`config.mk`:
```
export PLATFORM = sky130hd
export DESIGN_NAME = uart_rx_fifo_flat
export DESIGN_NICKNAME = d
export VERILOG_FILES = /design/src/rtl/uart_pkg.sv /design/src/rtl/uart_rx_fifo_if.sv /design/src/rtl/uart_rx_fifo_sync_fifo.sv /design/src/rtl/uart_rx_fifo.sv /design/src/flat_wrapper.sv
export SDC_FILE = /design/constraint.sdc
export NUM_CORES = 1
export LEC_CHECK = 0
export CORE_ASPECT_RATIO = 1.25
export CORE_UTILIZATION = 53
export CTS_CLUSTER_SIZE = 16
export DETAILED_ROUTE_END_ITERATION = 12
export PLACE_DENSITY = 0.75
export SYNTH_ARGS = -nofsm -noshare
export SYNTH_HDL_FRONTEND = slang
export SYNTH_HIERARCHICAL = 1
export SYNTH_SLANG_ARGS = --single-unit
```
`constraint.sdc`:
```
create_clock -name clk -period 2.6 [get_ports clk]
set_input_delay 0.39 -clock clk [delete_from_list [all_inputs] [get_ports clk]]
set_output_delay 0.39 -clock clk [all_outputs]
set_load 0.005 [all_outputs]
```
`src/rtl/uart_pkg.sv`:
```
// Shared constants, receiver state encoding and baud divider helper for the UART receive path.
package uart_pkg;

    localparam int OVERSAMPLE = 16;
    localparam int DATA_BITS  = 8;

    typedef enum logic [2:0] {
        IDLE      = 3'd0,
        START     = 3'd1,
        DATA      = 3'd2,
        STOP      = 3'd3,
        WAIT_HIGH = 3'd4
    } rx_state_t;

    // Rounded clocks per oversample tick, never below one.
    function automatic int tick_div(input int clk_hz, input int baud);
        int d;
        d = (clk_hz + (baud * OVERSAMPLE) / 2) / (baud * OVERSAMPLE);
        return (d < 1) ? 1 : d;
    endfunction

endpackage

```
`src/rtl/uart_rx_fifo_if.sv`:
```
// Read-side bundle of the UART receiver: FIFO head handshake, occupancy and sticky error flags.
interface uart_rx_fifo_if
    import uart_pkg::*;
#(
    parameter int FIFO_DEPTH = 4
);
    localparam int CNT_W = $clog2(FIFO_DEPTH) + 1;

    logic [DATA_BITS-1:0] rd_data;
    logic                 rd_valid;
    logic                 rd_ready;
    logic                 frame_err;
    logic                 overrun;
    logic                 err_clr;
    logic [CNT_W-1:0]     fifo_count;

    modport master (
        output rd_data, rd_valid, frame_err, overrun, fifo_count,
        input  rd_ready, err_clr
    );

    modport slave (
        input  rd_data, rd_valid, frame_err, overrun, fifo_count,
        output rd_ready, err_clr
    );
endinterface

```
`src/rtl/uart_rx_fifo_sync_fifo.sv`:
```
// Small circular byte buffer with wrap-bit pointers; a pop frees room for a same-cycle push even when full.
module sync_fifo #(
    parameter int WIDTH = 8,
    parameter int DEPTH = 4
) (
    input  logic                       clk,
    input  logic                       reset_n,
    input  logic                       push,
    input  logic [WIDTH-1:0]           push_data,
    input  logic                       pop,
    output logic [WIDTH-1:0]           head,
    output logic                       full,
    output logic                       empty,
    output logic [$clog2(DEPTH):0]     count
);
    localparam int AW = $clog2(DEPTH);

    logic [WIDTH-1:0] mem [DEPTH];
    logic [AW:0]      wr_ptr_reg;
    logic [AW:0]      rd_ptr_reg;
    logic [AW:0]      count_reg;
    logic             pop_ok;
    logic             push_ok;

    assign empty   = (wr_ptr_reg == rd_ptr_reg);
    assign full    = (wr_ptr_reg[AW] != rd_ptr_reg[AW]) &&
                     (wr_ptr_reg[AW-1:0] == rd_ptr_reg[AW-1:0]);
    assign pop_ok  = pop && !empty;
    assign push_ok = push && (!full || pop_ok);

    always_ff @(posedge clk) begin
        if (push_ok) begin
            mem[wr_ptr_reg[AW-1:0]] <= push_data;
        end
    end

    always_ff @(posedge clk or negedge reset_n) begin
        if (!reset_n) begin
            wr_ptr_reg <= '0;
            rd_ptr_reg <= '0;
            count_reg  <= '0;
        end else begin
            if (push_ok) wr_ptr_reg <= wr_ptr_reg + (AW+1)'(1);
            if (pop_ok)  rd_ptr_reg <= rd_ptr_reg + (AW+1)'(1);
            case ({push_ok, pop_ok})
                2'b10:   count_reg <= count_reg + (AW+1)'(1);
                2'b01:   count_reg <= count_reg - (AW+1)'(1);
                default: count_reg <= count_reg;
            endcase
        end
    end

    // Head reads as zero while empty so every output is clean out of reset.
    assign head  = empty ? '0 : mem[rd_ptr_reg[AW-1:0]];
    assign count = count_reg;

endmodule

```
`src/rtl/uart_rx_fifo.sv`:
```
// 8N1 UART receiver with 16x oversampling, start-bit validation, sticky errors and a byte FIFO.
module uart_rx_fifo
    import uart_pkg::*;
#(
    parameter int CLK_FREQUENCY = 50000000,
    parameter int BAUD_RATE     = 115200,
    parameter int FIFO_DEPTH    = 4
) (
    input  logic           clk,
    input  logic           reset_n,
    input  logic           rx,
    uart_rx_fifo_if.master rd_if
);
    localparam int TICK_DIV = tick_div(CLK_FREQUENCY, BAUD_RATE);
    localparam int TICK_W   = (TICK_DIV > 1) ? $clog2(TICK_DIV) : 1;
    localparam logic [TICK_W-1:0] TICK_MAX = TICK_W'(TICK_DIV - 1);
    localparam int CNT_W    = $clog2(FIFO_DEPTH) + 1;

    localparam logic [2:0] S_IDLE      = IDLE;
    localparam logic [2:0] S_START     = START;
    localparam logic [2:0] S_DATA      = DATA;
    localparam logic [2:0] S_STOP      = STOP;
    localparam logic [2:0] S_WAIT_HIGH = WAIT_HIGH;

    localparam logic [3:0] MID_SAMPLE = 4'(OVERSAMPLE / 2 - 1);
    localparam logic [3:0] END_SAMPLE = 4'(OVERSAMPLE - 1);
    localparam logic [2:0] LAST_BIT   = 3'(DATA_BITS - 1);

    logic                  rx_meta_reg, rx_s_reg;
    logic [TICK_W-1:0]     tick_cnt_reg;
    logic                  tick;
    logic [2:0]            state_reg, state_next;
    logic [3:0]            sample_cnt_reg, sample_cnt_next;
    logic [2:0]            bit_cnt_reg, bit_cnt_next;
    logic [DATA_BITS-1:0]  shift_reg, shift_next;
    logic                  data_sample;
    logic                  push;
    logic                  set_frame, set_over;
    logic                  frame_err_reg, overrun_reg;
    logic                  fifo_full, fifo_empty;
    logic                  accept;
    logic [DATA_BITS-1:0]  fifo_head;
    logic [CNT_W-1:0]      fifo_count;

    // Flops idle high so reset never looks like a start edge.
    always_ff @(posedge clk or negedge reset_n) begin
        if (!reset_n) begin
            rx_meta_reg <= 1'b1;
            rx_s_reg    <= 1'b1;
        end else begin
            rx_meta_reg <= rx;
            rx_s_reg    <= rx_meta_reg;
        end
    end

    // Held at zero while idle so the tick phase starts at the falling edge.
    assign tick = (state_reg != S_IDLE) && (tick_cnt_reg == TICK_MAX);

    always_ff @(posedge clk or negedge reset_n) begin
        if (!reset_n) begin
            tick_cnt_reg <= '0;
        end else if (state_reg == S_IDLE || tick) begin
            tick_cnt_reg <= '0;
        end else begin
            tick_cnt_reg <= tick_cnt_reg + TICK_W'(1);
        end
    end

    // A pop in the same cycle frees a slot for the incoming byte.
    assign accept = !fifo_full || (rd_if.rd_ready && !fifo_empty);

    always_comb begin
        state_next      = state_reg;
        sample_cnt_next = sample_cnt_reg;
        bit_cnt_next    = bit_cnt_reg;
        data_sample     = 1'b0;
        push            = 1'b0;
        set_frame       = 1'b0;
        set_over        = 1'b0;
        case (state_reg)
            S_IDLE: begin
                if (!rx_s_reg) begin
                    state_next      = S_START;
                    sample_cnt_next = '0;
                    bit_cnt_next    = '0;
                end
            end
            S_START: begin
                if (tick) begin
                    sample_cnt_next = sample_cnt_reg + 4'd1;
                    if (sample_cnt_reg == MID_SAMPLE) begin
                        state_next      = rx_s_reg ? S_IDLE : S_DATA;
                        sample_cnt_next = '0;
                    end
                end
            end
            S_DATA: begin
                if (tick) begin
                    sample_cnt_next = sample_cnt_reg + 4'd1;
                    if (sample_cnt_reg == END_SAMPLE) begin
                        data_sample  = 1'b1;
                        bit_cnt_next = bit_cnt_reg + 3'd1;
                        if (bit_cnt_reg == LAST_BIT) state_next = S_STOP;
                    end
                end
            end
            S_STOP: begin
                if (tick) begin
                    sample_cnt_next = sample_cnt_reg + 4'd1;
                    if (sample_cnt_reg == END_SAMPLE) begin
                        if (rx_s_reg) begin
                            push       = accept;
                            set_over   = !accept;
                            state_next = S_IDLE;
                        end else begin
                            set_frame  = 1'b1;
                            state_next = S_WAIT_HIGH;
                        end
                    end
                end
            end
            S_WAIT_HIGH: begin
                if (rx_s_reg) state_next = S_IDLE;
            end
            default: state_next = S_IDLE;
        endcase
    end

    genvar gi;
    generate
        for (gi = 0; gi < DATA_BITS; gi++) begin : g_shift
            assign shift_next[gi] = (data_sample && bit_cnt_reg == 3'(gi)) ? rx_s_reg
                                                                             : shift_reg[gi];
        end
    endgenerate

    always_ff @(posedge clk or negedge reset_n) begin
        if (!reset_n) begin
            state_reg      <= S_IDLE;
            sample_cnt_reg <= '0;
            bit_cnt_reg    <= '0;
            shift_reg      <= '0;
        end else begin
            state_reg      <= state_next;
            sample_cnt_reg <= sample_cnt_next;
            bit_cnt_reg    <= bit_cnt_next;
            shift_reg      <= shift_next;
        end
    end

    // Setting wins over a simultaneous clear so no error can be lost.
    always_ff @(posedge clk or negedge reset_n) begin
        if (!reset_n) begin
            frame_err_reg <= 1'b0;
            overrun_reg   <= 1'b0;
        end else begin
            if (set_frame)          frame_err_reg <= 1'b1;
            else if (rd_if.err_clr) frame_err_reg <= 1'b0;
            if (set_over)           overrun_reg   <= 1'b1;
            else if (rd_if.err_clr) overrun_reg   <= 1'b0;
        end
    end

    sync_fifo #(
        .WIDTH (DATA_BITS),
        .DEPTH (FIFO_DEPTH)
    ) u_fifo (
        .clk       (clk),
        .reset_n   (reset_n),
        .push      (push),
        .push_data (shift_reg),
        .pop       (rd_if.rd_ready),
        .head      (fifo_head),
        .full      (fifo_full),
        .empty     (fifo_empty),
        .count     (fifo_count)
    );

    assign rd_if.rd_data    = fifo_head;
    assign rd_if.rd_valid   = !fifo_empty;
    assign rd_if.fifo_count = fifo_count;
    assign rd_if.frame_err  = frame_err_reg;
    assign rd_if.overrun    = overrun_reg;

endmodule

```
`src/flat_wrapper.sv`:
```
// flat-port wrapper written by rule: the top's interface ports become plain ports
module uart_rx_fifo_flat import uart_pkg::*;
#(
    parameter int CLK_FREQUENCY = 50000000,
    parameter int BAUD_RATE     = 115200,
    parameter int FIFO_DEPTH    = 4
)
  (clk, reset_n, rx, rd_if_rd_data, rd_if_rd_valid, rd_if_frame_err, rd_if_overrun, rd_if_fifo_count, rd_if_rd_ready, rd_if_err_clr);
  uart_rx_fifo_if #(.FIFO_DEPTH(FIFO_DEPTH)) rd_if_i ();
  input  logic clk;
  input  logic reset_n;
  input  logic rx;
  output wire logic [$bits(rd_if_i.rd_data)-1:0] rd_if_rd_data;
  output wire logic [$bits(rd_if_i.rd_valid)-1:0] rd_if_rd_valid;
  output wire logic [$bits(rd_if_i.frame_err)-1:0] rd_if_frame_err;
  output wire logic [$bits(rd_if_i.overrun)-1:0] rd_if_overrun;
  output wire logic [$bits(rd_if_i.fifo_count)-1:0] rd_if_fifo_count;
  input wire logic [$bits(rd_if_i.rd_ready)-1:0] rd_if_rd_ready;
  input wire logic [$bits(rd_if_i.err_clr)-1:0] rd_if_err_clr;
  assign rd_if_rd_data = rd_if_i.rd_data;
  assign rd_if_rd_valid = rd_if_i.rd_valid;
  assign rd_if_frame_err = rd_if_i.frame_err;
  assign rd_if_overrun = rd_if_i.overrun;
  assign rd_if_fifo_count = rd_if_i.fifo_count;
  assign rd_if_i.rd_ready = rd_if_rd_ready;
  assign rd_if_i.err_clr = rd_if_err_clr;
  uart_rx_fifo #(.CLK_FREQUENCY(CLK_FREQUENCY), .BAUD_RATE(BAUD_RATE), .FIFO_DEPTH(FIFO_DEPTH)) u_core (.clk(clk), .reset_n(reset_n), .rx(rx), .rd_if(rd_if_i));
endmodule
```
Yosys cells after proc, flatten, opt, wreduce, memory -nomap -nowiden
Memory sizes are Yosys's and may differ from the RTL's. Index checks and enable logic that the tools add are counted.

Bits in writable memories: 32. Memories kept: 1. Bits in registers: 36.

Mux-type cells: 44. Equality and inequality tests: 29. Add/subtract/negate cells: 7. Reduce and logical (&&, ||, !) cells: 29.

Memories: u_core.u_fifo.mem (words 4, width 8, rd ports 1, clocked after memory_dff 0, write ports 1, line uart_rx_fifo_sync_fifo.sv:18) `logic [WIDTH-1:0] mem [DEPTH];`.

Operators with widths (number): $mux W3 (13); $mux W1 (20); $ne A2 B1 Y1 const B (9); $mux W4 (4); $eq A3 B3 Y1 const B (5); $pmux W3 S5 (1); $add A3 B1 Y3 const B (4); $eq A3 B2 Y1 const B (4); $logic_and A1 B1 Y1 (12); $pmux W3 S2 (2); $pmux W4 S3 (1); $reduce_and A9 Y1 (1); $mux W8 (1); $reduce_and A4 Y1 (2); $reduce_bool A2 Y1 (4); $eq A3 B1 Y1 const B (2); $logic_not A3 Y1 (2); $reduce_bool A3 Y1 (2); $add A5 B1 Y5 const B (1); $eq A5 B5 Y1 const B (1); $mux W5 (1); $add A4 B1 Y4 const B (1); $eq A4 B3 Y1 const B (1); $eq A4 B4 Y1 const B (1); other kinds (11) (14).

Depth between registers and ports, before layout
Gate-level depths: netlist of run 1.

Depth after elaboration: 11. Mapped depth: 11.

Modules after synthesis
Netlist of run 1, hierarchy kept.

By module, submodules not included: sync_fifo (area each 1869.3 µm², cells each 101, instances 1); uart_rx_fifo (area each 1452.6 µm², cells each 134, instances 1).

Least setup slack after synthesis of run 1
Ideal clock, no wire load.

Path kind: flip-flop to flip-flop. Start: register u_core.u_fifo.rd_ptr_reg[0]. End: register u_core.u_fifo.count_reg[1] (netlist: u_core/u_fifo/count[1]). Path buffers: 1. Arrival time: 2.686 ns. Period minus slack after synthesis: 2.811 ns. Cell stages (with the launch flop): 10. Setup time: 0.125 ns. Path slack: -0.211 ns. Cell sequence: dfrtp_1 > buf_6 > xor2_4 > nor3_1 > o21ai_0 > and3_1 > o41ai_4 > ha_1 > fa_1 > mux2_2.

Cells in the longest elaborated chain, start to end: 11. Elaborated cells on any way between the ends: 16. Those cells by class: 4 x eq/ne; 5 x mux; 7 x reduce/logical.

Ends and longest elaborated chain: from (decl) (line uart_rx_fifo_sync_fifo.sv:20) `logic [AW:0] rd_ptr_reg;`; from (signal assigned) (line uart_rx_fifo_sync_fifo.sv:44) `if (pop_ok) rd_ptr_reg <= rd_ptr_reg + (AW+1)'(1);`; $eq A3 B3 Y1 * (line uart_rx_fifo_sync_fifo.sv:25) `assign empty = (wr_ptr_reg == rd_ptr_reg);`; via u_core.fifo_empty (line uart_rx_fifo.sv:40) `logic fifo_full, fifo_empty;`; $logic_not A1 Y1 * (line uart_rx_fifo.sv:70) `assign accept = !fifo_full || (rd_if.rd_ready && !fifo_empty);`; $logic_and A1 B1 Y1 * (line uart_rx_fifo.sv:70); $logic_or A1 B1 Y1 * (line uart_rx_fifo.sv:70); $mux W1 * (line uart_rx_fifo.sv:111) `if (rx_s_reg) begin`; $mux W1 * (line uart_rx_fifo.sv:110) `if (sample_cnt_reg == END_SAMPLE) begin`; $mux W1 * (line uart_rx_fifo.sv:108) `if (tick) begin`; $mux W1 * (line uart_rx_fifo.sv:80) `case (state_reg)`; via u_core.push (line uart_rx_fifo.sv:37) `logic push;`; $logic_and A1 B1 Y1 * (line uart_rx_fifo_sync_fifo.sv:29) `assign push_ok = push && (!full || pop_ok);`; $eq A2 B1 Y1 or $eq A2 B2 Y1 (tied branches) (line uart_rx_fifo_sync_fifo.sv:45) `case ({push_ok, pop_ok})`; $pmux W3 S2 or $reduce_bool A2 Y1 (tied branches); to (signal assigned) (line uart_rx_fifo_sync_fifo.sv:46) `2'b10: count_reg <= count_reg + (AW+1)'(1);`; to (signal assigned) (line uart_rx_fifo_sync_fifo.sv:47) `2'b01: count_reg <= count_reg - (AW+1)'(1);`; to (signal assigned) (line uart_rx_fifo_sync_fifo.sv:48) `default: count_reg <= count_reg;`; to (decl) (line uart_rx_fifo_sync_fifo.sv:21) `logic [AW:0] count_reg;`.

The timed path passes the listed nets; every way through them passes the cells marked *. A chain may end at the register's enable or synchronous reset.

Final worst setup path of run 1
Start: register u_core.tick_cnt_reg[0]. End: register u_core.u_fifo.count_reg[2] (netlist: u_core/u_fifo/count[2]).

Cells in the longest elaborated chain, start to end: 7. Elaborated cells on any way between the ends: 9. Those cells by class: 3 x eq/ne; 3 x mux; 3 x reduce/logical.

Ends and longest elaborated chain: from (decl) (line uart_rx_fifo.sv:30) `logic [TICK_W-1:0] tick_cnt_reg;`; from (signal assigned) (line uart_rx_fifo.sv:65) `tick_cnt_reg <= tick_cnt_reg + TICK_W'(1);`; $eq A5 B5 Y1 * (line uart_rx_fifo.sv:57) `assign tick = (state_reg != S_IDLE) && (tick_cnt_reg == TICK_MAX);`; $logic_and A1 B1 Y1 * (line uart_rx_fifo.sv:57); $mux W1 * (line uart_rx_fifo.sv:108); $mux W1 * (line uart_rx_fifo.sv:80); via u_core.push (line uart_rx_fifo.sv:37); $logic_and A1 B1 Y1 * (line uart_rx_fifo_sync_fifo.sv:29); $eq A2 B1 Y1 or $eq A2 B2 Y1 (tied branches) (line uart_rx_fifo_sync_fifo.sv:45); $pmux W3 S2 or $reduce_bool A2 Y1 (tied branches).

Marked as above.

==> results of run 1 <==
==> per-layer routing <==
layer / up-vias / part of all wire [%] / wire [um]
met5: - / 0 / 0
met4: 0 / 1.7 / 90
met3: 8 / 3.0 / 163
met2: 31 / 52 / 2800
met1: 965 / 43 / 2310
li1: 958 / - / -
==> worst register-to-register path: stages, from the launching register on <==
cell,delay (ps)
dfrtp_1,380
inv_1,70
ha_2,210
nand4b_4,140
nor4_4,290
and3_4,240
o41ai_4,80
ha_1,230
fa_1,380
xnor2_1,170
nor2_1,70
xor2_1,130
==> worst min path at each step <==
stage / from / endpoint / slack, ps / depth (start not counted)
after global routing: reset_n / u_core/bit_cnt_reg[1] / 190 / 1
after CTS: reset_n / u_core/shift_reg[7] / 150 / 1
after floorplan: reset_n / u_core/bit_cnt_reg[0] / 90 / 0
after global placement: u_core/rx_meta_reg / u_core/rx_s_reg / 350 / 0
after detailed placement: u_core/rx_meta_reg / u_core/rx_s_reg / 360 / 0
final: reset_n / u_core/bit_cnt_reg[0] / 120 / 1
==> report_power, final <==
group	internal [mW]	total (mW)	switching, mW
clock network	0.447	0.865	0.419
logic	0.00786	0.0251	0.0173
registers	1.12	1.12	0.000990
==> what timing repair did <==
action / 4_1_cts / 5_1_grt
gates resized for setup: 1 / 8
hold buffers: 0 / 0
buffers inserted: 0 / 0
hold endpoints to repair: 0 / 0
setup endpoints to repair: 8 / 10
pin swaps: 0 / 1
==> final cells by class <==
| cell class | instances | area, sq um | area share, % |
|---|---|---|---|
| Sequential cell | 68 | 1870 | 47.1 |
| Multi-Input combinational cell | 145 | 1390 | 35.1 |
| Timing Repair Buffer | 40 | 344 | 8.68 |
| Clock buffer | 9 | 124 | 3.13 |
| Tap cell | 82 | 103 | 2.59 |
| Clock inverter | 7 | 76.3 | 1.93 |
| Inverter | 16 | 60.1 | 1.52 |
==> logic make-up after synthesis <==
logic type,after synthesis
AOI/OAI and AO/OA,25
xor gates and xnor gates,14
adders and majority gates,16
buffers and inverters,22
DFF,68
muxes,23
and+or+nand+nor,67
==> cell usage in the layout (no fill, tap or decap), types with 3 or more instances in the layout <==
| cell type | instances |
|---|---|
| dfrtp_1 | 33 |
| edfxtp_1 | 32 |
| buf_4 | 21 |
| clkdlybuf4s50_1 | 17 |
| inv_1 | 16 |
| nor2_1 | 14 |
| ha_1 | 13 |
| clkbuf_8 | 9 |
| nand3_1 | 9 |
| nand2_1 | 9 |
| mux2_1 | 8 |
| mux4_1 | 8 |
| xnor2_1 | 7 |
| and2b_1 | 7 |
| nor3_1 | 6 |
| o31ai_1 | 4 |
| xor2_1 | 4 |
| nand2b_1 | 4 |
| a21oi_1 | 4 |
| mux2i_1 | 3 |
| mux2_2 | 3 |
==> per-stage QoR <==
stage,setup TNS (ps),hold slack (ps),cell area [sq um]
final,0,123,3960
after global routing,-65.2,189,3960
after CTS,0,152,3940
after detailed placement,-24.0,356,3730
after global placement,0,350,3730
after floorplan,-22.2,94.4,3330
==> metrics, run 1 <==
outcome=finished clean; post-synthesis compound-gate area fraction=5.95%; Core Footprint=5930 sq um; Yosys reg bits=68; number of flip-flops in the largest register=32; reg2reg path depth=11; met2 Use GR=30.5%; Synth area leader=edfxtp_1; Synth top cells by count=34 x dfrtp_1, 32 x edfxtp_1, 16 x inv_1; Synth Area in XOR/XNOR=4.82%; Critical Path AT=2730 ps; GRT overflow=0; min Tclk post-route=2490 ps; MaxCap Viol Count=0; Port Buffers=18; CTS Sinks=68; worst reg2reg setup slack=110 ps; Synth Area in Adders=6.25%; Reg-to-Reg End=u_core/u_fifo/count[2]; Setup crit start kind=flip-flop; fin. max-slew vios=0; Critical Path Start=u_core/tick_cnt_reg[0]; # diodes=0; die height=90.5 um; multiplexer share of the synthesized area=11.4%; Chip Width=72.8 um; unrepaired setup endpoints after global routing=true; Final Setup Violations=0; DP HPWL=3.73 mm; CTS tree=built; Synth warnings=6; Worst Path Buf+Inv=1; largest net degree at the start of global routing=37; PnR Total Power=2.01 mW; Crit path largest cell delay=380 ps; cells after synthesis=235; dpl ws=-24.0 ps; Crit Path Max Fanout=2; Synth Flop Type=dfrtp_1; via-per-instance ratio=5.35; Slew @ Worst Pin=801 ps; WS Path Type=flip-flop to flip-flop; antenna violations before repair=0; Syn Nets=256; met1 Usage GRT=22.0%; vias in the first global route=1931; Worst path top cell family by delay=adder cells; largest family of logic cells by synthesized area=simple AND/OR/NAND/NOR gates; total number of H-tree levels=3; Placed Instances=351; achievable frequency=401 MHz; num ports=19; Post-synth EDFFs=32; Slew HR=46.6%; root buf cell=clkbuf_8; Final Skew=7.67 ps; all-layer global routing usage=18.5%; Slowest cell on crit path=dfrtp_1; Post-synth ARST share=52.9%; post-route ant nets=0; RD Place Congestion=0.820; area grow syn2layout=19.3%; DR vias=1962; most numerous cell in the Yosys netlist=dfrtp_1; Critical R2R Launch=u_core/tick_cnt_reg[0]; Initial Util=56.0%; Avg Inst Size Synth=14.1 sq um; First DRT Iteration DRCs=123; crit path to=u_core/u_fifo/count[2]; Non-Filler Instances=367; crit-path cells=inv_1 > ha_2 > nand4b_4 > nor4_4 > and3_4 > o41ai_4 > ha_1 > fa_1 > xnor2_1 > nor2_1 > xor2_1; CTS Buf Count=9; Synth area leaders=edfxtp_1 29%, dfrtp_1 26%, mux4_1 6.3%; Synth top area share=28.9%; global-route wire length before repair=9.00 mm; critical path depth in cells=11; TritonRoute pass-1 iters=6; DRC=0; maximum root-to-sink buffer count=2; CTS clock-pin slew for the worst setup and hold paths=80 ps; die area=6590 sq um; Unique masters post-synth=52; global-route layer with the greatest usage=met2; fin crit share=95.9%; Routed WL=5.36 mm; Placement Rows=31; post-synthesis instance area=3320 sq um; final hold vios=0; Leak=1.78 nW; Synth Area in Simple Gates=12.3%; final core occ=66.8%; critical path required time=2840 ps; Worst VDD drop=398 uV; Power Density=508 nW/um^2; share of cells above drive strength 1=21.8%; hold crit path type=primary input to async pin; Worst-Skew Late Latency=350 ps; sequential share of the synthesized area=56.1%; NumNets Final=301; met3 Track Usage GR=6.03%; setup ws final=106 ps; Fillers=441; nature of the critical path endpoint=flip-flop; DR WL/cell=14.6 um
Power figures use the tool's default switching activity.
==> run 2: changes to the inputs <==
- CAP_MARGIN: not set -> 40
- CORE_UTILIZATION: 53 -> 55
- CTS_CLUSTER_SIZE: 16 -> not set
- PLACE_DENSITY: 0.75 -> 0.74
- clock period: 2.6 -> 2.8 ns (I/O delays scaled with it)
==> metrics, run 2 (synthesized netlist as in run 1, its figures left out) <==
fin. max-slew vios=0 (unchanged); DRC=0 (unchanged); crit-path cells=inv_1 > ha_2 > nand4b_4 > nor4_1 > buf_4 > and3_2 > o41ai_4 > ha_1 > fa_1 > xnor2_1 > nor2_1 > xor2_1; Multi-input gate area=1360 sq um (-2.1%); RD Place Congestion=0.777 (-5.2%); Slew @ Worst Pin=813 ps (+11.7 ps); root buf cell=clkbuf_8; CTS clock-pin slew for the worst setup and hold paths=70 ps (about the same); post-route ant nets=0 (unchanged); unrepaired setup endpoints after global routing=false; achievable frequency=376 MHz (-6.2%); Reg-to-Reg End=u_core/u_fifo/count[2]; Post-CTS Setup Repair Bufs=0 (unchanged); CTS Buf Count=9 (unchanged); Non-Filler Instances=345 (-6.0%); DP Area=3660 sq um (-1.9%); die area=6360 sq um (-3.5%); Total Negative Setup Slacks=0 ps (unchanged); Fillers=404 (-8.4%); CTS tree=built; Worst path top cell family by delay=adder cells; critical path required time=3070 ps (+230 ps); GRT overflow=0 (unchanged); num ports=19 (unchanged); share of cells above drive strength 1=17.9% (-3.8 points); via-per-instance ratio=5.55 (+3.9%); commonest non-fill, non-tap cells in the layout=34 x dfrtp_1, 32 x edfxtp_1, 17 x clkdlybuf4s50_1, 16 x inv_1, 16 x buf_4; Critical Path AT=2930 ps (+200 ps); Worst VDD drop=327 uV (-18%); Final Skew=6.02 ps (-1.65 ps); fin crit share=95.0% (-0.96 points); Design Area, Final=3900 sq um (-1.5%); Port Buffers=18 (unchanged); Initial Util=57.1% (+1.1 points); Seq. cell area=1860 sq um (about the same); DR vias=1916 (-2.3%); worst reg2reg setup slack=140 ps (+40 ps); total number of H-tree levels=3 (unchanged); largest net degree at the start of global routing=37 (unchanged); Worst-Skew Late Latency=350 ps (about the same); NumNets Final=295 (-2.0%); WS Path Type=flip-flop to flip-flop; Final Setup Violations=0 (unchanged); Crit Path Max Fanout=4 (+2); # diodes=0 (unchanged); Core Footprint=5820 sq um (-2.0%); die height=88.9 um (-1.8%); area grow syn2layout=17.5%; Placed Instances=329 (-6.3%); critical path depth in cells=12 (+1); antenna violations before repair=0 (unchanged); maximum root-to-sink buffer count=2 (unchanged); DR WL/cell=15.5 um (+6.2%); Routed WL=5.36 mm (-0.15%); outcome=finished clean; nature of the critical path endpoint=flip-flop; Critical Path Start=u_core/tick_cnt_reg[0]; hold_buf cts=0 (unchanged); global-route wire length before repair=8.98 mm (-0.23%); Chip Width=71.5 um (-1.8%); TritonRoute pass-1 iters=4 (-2); crit path to=u_core/u_fifo/count[2]; DP HPWL=3.65 mm (-1.9%); Slew HR=45.8% (-0.78 points); final hold vios=0 (unchanged); First DRT Iteration DRCs=111 (-9.8%); Crit path largest cell delay=410 ps (+30 ps); hold crit path type=primary input to async pin; Leak=1.78 nW (-0.35%); min Tclk post-route=2660 ps (+165 ps); Placement Rows=31 (unchanged); PnR Total Power=2.02 mW (+0.59%); Critical R2R Launch=u_core/tick_cnt_reg[0]; Setup crit start kind=flip-flop; MaxCap Viol Count=0 (unchanged); vias in the first global route=1889 (-2.2%); commonest non-fill, non-tap cell in the layout=dfrtp_1; all-layer global routing usage=19.1% (+0.67 points); reg2reg path depth=12 (+1); CTS Sinks=68 (unchanged); WHS=159 ps (+35.6 ps); Power Density=519 nW/um^2 (+2.2%); Slowest cell on crit path=dfrtp_1; number of flip-flops in the largest register=32 (unchanged); Worst Path Buf+Inv=2 (+1)
[run 2: cell types whose count changed in the layout (fill, tap and decap cells not counted), sizes merged]
| cell | before | now |
|---|---|---|
| buf | 23 | 17 |
| bufinv | 1 | 3 |
| clkinv | 3 | 2 |
| clkinvlp | 2 | 1 |
[run 2: worst register-to-register path: cells and delay by family (launching register included)]
family / cells / cell delay, ps
compound gates: 1 / 90
simple gates: 4 / 740
flops: 1 / 410
xor+xnor: 2 / 280
buf+inv: 2 / 240
fa+ha+maj: 3 / 810
[run 2: final cells by class]
class | instances | share of cell area, %
inverter | 16 | 1.54
timing repair buffer | 34 | 7.57
clock buffer | 9 | 3.17
multi-input combinational | 145 | 34.9
clock inverter | 7 | 2.92
sequential | 68 | 47.8
tap | 66 | 2.12
[run 2: metal layers]
layer	GRT usage [%]	part of all wire (%)
met3	5.07	3.4
met2	33.1	52
met4	8.91	2.0
met5	0	0
met1	22.6	43
[run 2: metrics by stage]
step           setup slack, ps  util [%]
4_1_cts                   85.5      67.0
6_report                   141      67.1
3_5_place_dp               102      62.9
2_1_floorplan              157         -
5_1_grt                   11.6      67.1
3_3_place_gp               209      62.9
[run 2: how the worst min path moves through the flow]
stage                     slack (ps)  depth (start not counted)                     endpoint          startpoint
after global placement           350                          0              u_core/rx_s_reg  u_core/rx_meta_reg
after global routing             230                          1  u_core/u_fifo/rd_ptr_reg[1]             reset_n
after detailed placement         350                          0              u_core/rx_s_reg  u_core/rx_meta_reg
after floorplan                  120                          0        u_core/bit_cnt_reg[0]             reset_n
after CTS                        180                          1       u_core/rd_if.frame_err             reset_n
final                            160                          1     u_core/sample_cnt_reg[0]             reset_n
[run 2: what timing repair did]
action	in CTS	in global routing
gates resized for setup	0	2
setup endpoints to repair	0	2
hold endpoints to repair	0	0
[run 2: where the power goes]
group          internal (mW)  switching, mW  leakage (nW)
logic                0.00634         0.0133         0.817
clock network          0.588          0.372         0.115
registers               1.04        0.00363         0.844
total                   1.64          0.389          1.78
